--- config.mk ---
export PLATFORM = sky130hd
export DESIGN_NAME = radix2_div
export DESIGN_NICKNAME = d
export VERILOG_FILES = /design/src/rtl/radix2_div.sv
export SDC_FILE = /design/constraint.sdc
export NUM_CORES = 1
export LEC_CHECK = 0
export CAP_MARGIN = 20
export CORE_MARGIN = 2
export CORE_UTILIZATION = 55
export DETAILED_ROUTE_END_ITERATION = 8
export DONT_BUFFER_PORTS = 1
export PLACE_DENSITY_LB_ADDON = 0.12
export SYNTH_ARGS = -nofsm -noshare
export SYNTH_HDL_FRONTEND = slang
export SYNTH_SLANG_ARGS = --single-unit
--- constraint.sdc ---
create_clock -name clk -period 6 [get_ports clk]
set_input_delay 1.2 -clock clk [delete_from_list [all_inputs] [get_ports clk]]
set_output_delay 1.2 -clock clk [all_outputs]
set_load 0.02 [all_outputs]
--- src/rtl/radix2_div.sv ---
// -----------------------------------------------------------------------------
// radix2_div
//   Iterative restoring radix-2 divider for 64-bit operands. Each operand can
//   be treated as signed (two's complement) or unsigned. A normal division
//   retires one quotient bit per cycle, so results appear 65 cycles after the
//   request is accepted. Division by zero and signed overflow bypass the
//   iteration and complete in one cycle.
//
// Ports
//   clk          single clock, rising-edge
//   rst          synchronous active-high reset
//   rs1_signed   dividend is two's complement when 1
//   rs2_signed   divisor is two's complement when 1
//   rs1_data     dividend
//   rs2_data     divisor
//   sel          start request, only looked at while idle
//   flush        abort the operation in progress (wins over sel)
//   busy         high whenever the divider is not idle
//   valid        one-cycle pulse when quot_result/rem_result are fresh
//   quot_result  quotient, held until the next completion
//   rem_result   remainder, held until the next completion
// -----------------------------------------------------------------------------
module radix2_div (
  input  logic        clk,
  input  logic        rst,
  input  logic        rs1_signed,
  input  logic        rs2_signed,
  input  logic [63:0] rs1_data,
  input  logic [63:0] rs2_data,
  input  logic        sel,
  input  logic        flush,
  output logic        busy,
  output logic        valid,
  output logic [63:0] quot_result,
  output logic [63:0] rem_result
);

  typedef enum logic [1:0] {
    IDLE = 2'd0,
    CALC = 2'd1,
    DONE = 2'd2
  } state_t;

  state_t       state;
  state_t       state_next;

  // {remainder, quotient} working register; the dividend magnitude starts in
  // the low half and is shifted into the remainder one bit per iteration.
  logic [127:0] rq;
  logic [63:0]  divisor;
  logic [5:0]   count;
  logic         quot_neg;
  logic         rem_neg;

  logic         rs1_neg;
  logic         rs2_neg;
  logic [63:0]  rs1_mag;
  logic [63:0]  rs2_mag;
  logic         div_zero;
  logic         overflow;
  logic         special;
  logic         start;
  logic         last_iter;
  logic [64:0]  trial;
  logic [127:0] step_rq;
  logic [63:0]  final_quot;
  logic [63:0]  final_rem;

  // Operand decode for the capture cycle: magnitudes, sign flags and the two
  // cases that skip the iterative loop.
  always_comb begin
    rs1_neg  = rs1_signed & rs1_data[63];
    rs2_neg  = rs2_signed & rs2_data[63];
    rs1_mag  = rs1_neg ? (~rs1_data + 64'd1) : rs1_data;
    rs2_mag  = rs2_neg ? (~rs2_data + 64'd1) : rs2_data;
    div_zero = (rs2_data == 64'd0);
    overflow = rs1_signed & rs2_signed &
               (rs1_data == 64'h8000_0000_0000_0000) &
               (rs2_data == 64'hFFFF_FFFF_FFFF_FFFF);
    special  = div_zero | overflow;
    start    = (state == IDLE) & sel & ~flush;
  end

  // One restoring step. The partial remainder before the shift is below the
  // divisor but may use bit 63, so the shifted value needs 65 bits. Bit 64 of
  // the 65-bit difference is set exactly when the subtraction would go
  // negative, in which case the shifted remainder is kept unchanged.
  always_comb begin
    last_iter = (count == 6'd63);
    trial     = rq[127:63] - {1'b0, divisor};
    if (trial[64]) begin
      step_rq = {rq[126:0], 1'b0};
    end else begin
      step_rq = {trial[63:0], rq[62:0], 1'b1};
    end
    final_quot = quot_neg ? (~step_rq[63:0] + 64'd1) : step_rq[63:0];
    final_rem  = rem_neg ? (~step_rq[127:64] + 64'd1) : step_rq[127:64];
  end

  // Next-state logic and status outputs. Flush from any state returns to
  // idle, which also drops a sel arriving in the same cycle.
  always_comb begin
    state_next = state;
    busy       = (state != IDLE);
    valid      = (state == DONE);
    case (state)
      IDLE: begin
        if (sel) begin
          state_next = special ? DONE : CALC;
        end
      end
      CALC: begin
        if (last_iter) begin
          state_next = DONE;
        end
      end
      DONE: begin
        state_next = IDLE;
      end
      default: begin
        state_next = IDLE;
      end
    endcase
    if (flush) begin
      state_next = IDLE;
    end
  end

  // State, datapath and result registers. Results are only written on entry
  // to DONE, so they stay put through flushes and idle periods.
  always_ff @(posedge clk) begin
    if (rst) begin
      state       <= IDLE;
      rq          <= 128'd0;
      divisor     <= 64'd0;
      count       <= 6'd0;
      quot_neg    <= 1'b0;
      rem_neg     <= 1'b0;
      quot_result <= 64'd0;
      rem_result  <= 64'd0;
    end else begin
      state <= state_next;
      if (start) begin
        rq       <= {64'd0, rs1_mag};
        divisor  <= rs2_mag;
        quot_neg <= rs1_neg ^ rs2_neg;
        rem_neg  <= rs1_neg;
        count    <= 6'd0;
        if (div_zero) begin
          quot_result <= 64'hFFFF_FFFF_FFFF_FFFF;
          rem_result  <= rs1_data;
        end else if (overflow) begin
          quot_result <= rs1_data;
          rem_result  <= 64'd0;
        end
      end else if ((state == CALC) && !flush) begin
        rq    <= step_rq;
        count <= count + 6'd1;
        if (last_iter) begin
          quot_result <= final_quot;
          rem_result  <= final_rem;
        end
      end
    end
  end

endmodule

==> results of run 1 <==
==> report_power, final <==
group	total (mW)	switching [mW]	internal, mW
clock	2.46	1.01	1.45
combinational	2.61	1.72	0.891
sequential	2.37	0.0957	2.27
total	7.43	2.82	4.61
==> registers in the layout (all words and copies together), names as in the netlist <==
signal and cells:
state 2, rem_neg 1, rq 128, rem_result 64, divisor 64, quot_result 64, quot_neg 1, count 6
==> timing repair <==
| action | CTS | global route |
|---|---|---|
| gates resized for setup | 0 | 1 |
| endpoints found under the setup margin | 0 | 1 |
| buffers inserted | 0 | 0 |
==> kinds of logic (layout without fill, tap and decap cells) <==
logic type      after synthesis  in the layout  synth area share
mux                          37             37            0.0146
simple gates               1410           1410             0.262
fa+ha+maj                    71             71            0.0352
buf+inv                     348            260            0.0554
compound gates             1050           1050             0.282
xor+xnor                    265            265            0.0912
flops                       330            330             0.260
==> final timing paths <==
path,from,endpoint,slack [ps],cells after the start
max,rq[74],rem_result[60],360,13
max reg2reg,rq[74],rem_result[60],360,13
min reg2reg,divisor[62],divisor[62],450,2
min,divisor[62],divisor[62],450,2
==> metal layers <==
metal  vias up  share of wire
met2      1650           0.44
met3       296           0.10
met5         -              0
li1      12700              -
met4         0          0.052
met1     13000           0.41
==> critical path: stages, from the launching register on <==
cell and delay (ps):
dfxtp_1 550, ha_1 420, and3_1 280, and2_1 210, a21o_1 190, o311ai_0 980, a211oi_1 310, a2111oi_0 880
a32oi_1 300, nand4b_1 340, or2_1 350, o21ai_1 160, xnor2_1 90, a2111oi_1 430
==> Yosys cell counts (55+ instances only) <==
library cell  instances
dfxtp_1             330
nand3_1              55
xor2_1              129
inv_1                96
buf_2                58
xnor2_1             136
a21oi_1             254
nand2_1             406
nor2_1              474
a211oi_1            134
nor3_1              130
o31ai_1              55
clkbuf_1            174
nand4_1              65
ha_1                 70
o21ai_0             177
a311oi_1             88
==> cell type report <==
class                           count  share of cell area
Sequential cell                   330               0.242
Timing Repair Buffer               94              0.0291
Inverter                           97              0.0133
Clock buffer                       50              0.0395
Multi-Input combinational cell   2833               0.640
Clock inverter                     19             0.00825
Tap cell                          600              0.0275
==> per-stage QoR <==
| stage | worst slack, ps | cells | util | total power, mW | instance area [sq um] |
|---|---|---|---|---|---|
| 2_1_floorplan | 180 | 3511 | - | 4.18 | 25500 |
| 3_3_place_gp | 372 | 3952 | 0.571 | 4.88 | 26000 |
| 3_5_place_dp | 274 | 3953 | 0.571 | 4.91 | 26000 |
| 4_1_cts | 463 | 4022 | 0.600 | 7.36 | 27300 |
| 5_1_grt | 110 | 4023 | 0.600 | 7.73 | 27300 |
| 6_report | 362 | 4023 | 0.600 | 7.43 | 27300 |
==> reports/metrics.yaml, run 1 <==
run_status:
  status: "finished, final reports clean"
timing:
  post-route-period-util: 0.940
  fin_tns_setup_ps: 0
  timing.hold.ws_ps: 452
  clock_skew_ps: 15.4
  min_period_ps: 5640
  setup_viol: 0
  drv_slew: 0
  hold_viol: 0
  worstMarginPinSlew_ps: 1170
  rsz0062_at_grt: "no"
  slew_headroom: 0.213
  fmax_ghz: 0.177
critical_path:
  path_class: "flip-flop to flip-flop"
  worstSetupEndpointType: "flip-flop"
  arrival_ps: 6080
  crit_required_ps: 6440
  worstSetupStartpointType: "flip-flop"
  critical_path.max_fanout: 9
drt:
  drcViolationCount: 0
  first_iter_violations: 3346
  via_per_inst: 6.89
  drtPass1Iterations: 8
  routed_wl_um: 98200
  vias: 27700
  wire_per_inst_um: 24.4
  ant_nets: 0
clocking:
  clockBufferDepth: 3
  cts_buffers: 39
  insertion_delay_ps: 580
  hold_buffers: 0
  h-tree-depth: 2
  clock-sinks: 330
  clockRootBuffer: "clkbuf_16"
  tritoncts: "yes"
  cts.clk_slew.worst_paths_ps: 60
placed_design:
  dp_hpwl_um: 74400
  routabilityCongestion: 1.07
  portBuffers: 0
global_routing:
  use_met1: 0.523
  grt_overflow: 0
  use_met3: 0.0760
  grt-busiest-layer: "met2"
  grtUsageMet2: 0.613
  grt_antenna_before_repair: 0
  grt_pass1_vias: 25200
  grt_usage: 0.394
  grt_max_degree: 256
  grt_first_pass_wirelength_um: 148000
synth:
  ys_seq_elements: 330
  ys_warn_count: 0
  synth_ff_type: "dfxtp_1"
  synth_edf_count: 0
  syn_area_sq_um: 25500
  synthDominantCellAreaShare: 0.260
  synth_cell_types: 104
  synth_area_leaders: "dfxtp_1 26%, nor2_1 7.0%, nand2_1 6.0%"
  yosysSeqAreaShare: 0.260
  syn-num-nets: 3716
  async_reset_ff_frac: 0
  synth_area_per_cell_sq_um: 7.25
  syn_inst: 3511
  synth_top_cell_by_area: "dfxtp_1"
finish:
  syn_to_final_growth_pct: 7.29
  diodes: 0
  multiInputGateArea_sq_um: 17500
  nNetsFinal: 3600
  fillers: 4220
  final_layout_size_suffix_gt1_frac: 0.0649
  seqCellArea_sq_um: 6610
  mostFrequentLayoutCells: "472 x nor2_1, 405 x nand2_1, 329 x dfxtp_1, 254 x a21oi_1, 177 x o21ai_0"
  layout_commonest_cell: "nor2_1"
power_and_ir_drop:
  peakVddDrop_uv: 239
  p_per_area_nw_per_um2: 272
  p_leak_nw: 9.62
die:
  start_util: 0.560
  die_w_um: 219
  core_region_area_sq_um: 45500
  placementRows: 78
  pin_count: 264
  design.die.area_sq_um: 48000
  die_h_um: 219
worst_hold_path:
  holdCritPathClass: "flip-flop to flip-flop"
flow_run:
  maxCapViolations: 0
Note: power is estimated with default switching activity, not from simulation.
==> run 2: changes to the inputs <==
--- a/config.mk
+++ b/config.mk
@@ -6,6 +6,7 @@
 export NUM_CORES = 1
 export LEC_CHECK = 0
 export CAP_MARGIN = 20
+export CORE_ASPECT_RATIO = 0.8
 export CORE_MARGIN = 2
 export CORE_UTILIZATION = 55
 export DETAILED_ROUTE_END_ITERATION = 8
==> run 2 against run 1 <==
  * Via count increased by 1.4%
  * Combinational power up 2%
  * Non-clock buffer count fell by 17
  * Maximum frequency is 0.21% higher
  * Total power rose by 0.82%
  * First-iteration DRC count rose by 8.0%
  * Cell count is 0.25% lower
  * Largest cell class unchanged
  * Utilization is 0.68 points lower
  * Hold slack got worse by 0.78 ps
==> reports/metrics.yaml, run 2 (synthesis results as in run 1) <==
critical_path:
  arrival_ps: 6090  # about the same
  max_stage_delay_ps: 730  # -250 ps
  critical_path.max_fanout: 16  # +7
  path_class: "flip-flop to flip-flop"
  worstSetupStartpointType: "flip-flop"
  worstSetupEndpointType: "flip-flop"
  crit_required_ps: 6460  # +20 ps
  cp_slowest_cell: "or4b_2"
  cp_cell_sequence: "ha_1 > a21oi_1 > o21ai_0 > a21oi_1 > o21ai_0 > a22oi_1 > o211a_4 > inv_2 > nor2_1 > a21oi_1 > ha_1 > inv_1 > or4b_2 > o31ai_2 > nand3_1 > o31ai_1 > xor2_1 > a221oi_1 > nor3_1"
  cp_common_cell: "a21oi_1"
clocking:
  hold_buffers: 0  # unchanged
  clock-sinks: 330  # unchanged
  h-tree-depth: 2  # unchanged
  cts_buffers: 37  # -5.1%
  insertion_delay_ps: 580  # about the same
  cts.clk_slew.worst_paths_ps: 70  # about the same
  tritoncts: "yes"
  clockBufferDepth: 3  # unchanged
  clockRootBuffer: "clkbuf_16"
timing:
  rsz0062_at_grt: "no"
  clock_skew_ps: 14.8  # -0.588 ps
  worstMarginPinSlew_ps: 1000  # -164 ps
  setup_viol: 0  # unchanged
  timing.hold.ws_ps: 451  # -0.776 ps
  drv_slew: 0  # unchanged
  slew_headroom: 0.329  # +0.117
  post-route-period-util: 0.938  # -0.00195
  min_period_ps: 5630  # -11.7 ps
  fmax_ghz: 0.178  # +0.21%
  fin_tns_setup_ps: 0  # unchanged
  hold_viol: 0  # unchanged
finish:
  layout_commonest_cell: "nor2_1"
  largest-register: "rq"
  final_cell_count_no_fill: 4013  # -0.25%
  finish.instance_area_sq_um: 27100  # -0.60%
  diodes: 0  # unchanged
  syn_to_final_growth_pct: 6.64
  mostFrequentLayoutCells: "472 x nor2_1, 405 x nand2_1, 329 x dfxtp_1, 254 x a21oi_1, 177 x o21ai_0"
  finish.utilization: 0.594  # -0.00677
  final_layout_size_suffix_gt1_frac: 0.0594  # -0.00546
  nNetsFinal: 3581  # -0.53%
  largest_reg_flops: 128  # unchanged
die:
  design.die.area_sq_um: 48000  # about the same
  die_w_um: 245  # +12%
  core_region_area_sq_um: 45700  # +0.53%
  die_h_um: 196  # -10%
  pin_count: 264  # unchanged
  start_util: 0.557  # -0.00294
  placementRows: 70  # -10%
power_and_ir_drop:
  p_comb_frac: 0.354  # +0.003
  internal-power_mw: 4.57  # -0.97%
  p_leak_nw: 9.51  # -1.2%
  peakVddDrop_uv: 210  # -12%
  p_seq_frac: 0.316  # -0.002
  clockPowerShare: 0.330  # about the same
  swShare: 0.391  # +0.0110
  p_per_area_nw_per_um2: 276  # +1.4%
  p_switching_mw: 2.93  # +3.7%
global_routing:
  grt_overflow: 0  # unchanged
  grt_max_degree: 256  # unchanged
  grt_pass1_vias: 25300  # +0.65%
  grt_usage: 0.416  # +0.0216
  grt_first_pass_wirelength_um: 156000  # +5.3%
  grt_antenna_before_repair: 4  # +4
drt:
  drcViolationCount: 0  # unchanged
  routed_wl_um: 104000  # +5.7%
  via_per_inst: 7.00  # +1.6%
  first_iter_violations: 3613  # +8.0%
  ant_nets: 0  # unchanged
  drtPass1Iterations: 7  # -1
  vias: 28100  # +1.4%
  wire_per_inst_um: 25.9  # +5.9%
placed_design:
  numPlacedInstances: 3948  # -0.13%
  dp_hpwl_um: 78500  # +5.6%
  postPlaceCellArea_sq_um: 25800  # -0.48%
  routabilityCongestion: 1.07  # +0.38%
  portBuffers: 0  # unchanged
worst_hold_path:
  holdCritPathClass: "flip-flop to flip-flop"
flow_run:
  maxCapViolations: 0  # unchanged
run_status:
  status: "finished, final reports clean"
run 2: cell count changes in the layout (fill, tap and decap cells not counted), moves of 2 or more:
cell and delta:
clkbuf_8 +3, buf_12 -2, clkinv_2 -5, buf_4 -16, clkbuf_16 -2
run 2: per-layer routing:
metal  track usage  routed length (um)  vias to the layer above
li1              -                   -                    12700
met1         0.585               44100                    13400
met2         0.613               43200                     1693
met3         0.104               12100                      263
met4         0.152                4340                        2
met5             0                  12                        -
run 2: path summary, 6_finish.rpt:
| path | slack, ps | from | cells past startpoint | end |
|---|---|---|---|---|
| worst max-delay path | 370 | rq[112] | 19 | rem_result[42] |
| worst min-delay path | 450 | divisor[62] | 2 | divisor[62] |
| worst min register to register | 450 | divisor[62] | 2 | divisor[62] |
| worst max register to register | 370 | rq[112] | 19 | rem_result[42] |
run 2: worst max-delay path: cells and delay by family (launching register included):
kind / cells / cell delay [ps]
compound gates: 10 / 2880
xor+xnor: 1 / 130
fa+ha+maj: 2 / 680
buf+inv: 2 / 340
flops: 1 / 380
simple gates: 4 / 1090
run 2: layout make-up:
type / instances / area, sq um
tap: 612 / 766
inverter: 97 / 364
fill: 4279 / 18600
clock buffer: 51 / 1070
sequential: 330 / 6610
clock inverter: 13 / 199
multi-input combinational: 2833 / 17500
timing repair buffer: 77 / 638
run 2: timing repair:
action,CTS,global route
gates resized for setup,0,3
endpoints found under the hold margin,0,0
buffers inserted,0,0
endpoints found under the setup margin,0,2
run 2: through the flow:
| step | worst slack, ps | power, mW |
|---|---|---|
| floorplan | 180 | 4.18 |
| global placement | 379 | 4.93 |
| detailed placement | 298 | 4.94 |
| CTS | 327 | 7.38 |
| global route | 116 | 7.75 |
| finish | 374 | 7.50 |
run 2: power by group through the flow:
| stage | Combinational (mW) | Clock [mW] | Sequential (mW) |
|---|---|---|---|
| 6_report | 2.66 | 2.47 | 2.37 |
| 5_1_grt | 2.82 | 2.56 | 2.37 |
| 4_1_cts | 2.55 | 2.48 | 2.36 |
| 3_5_place_dp | 2.53 | 0 | 2.41 |
| 3_3_place_gp | 2.52 | 0 | 2.41 |
| 2_1_floorplan | 1.80 | 0 | 2.37 |
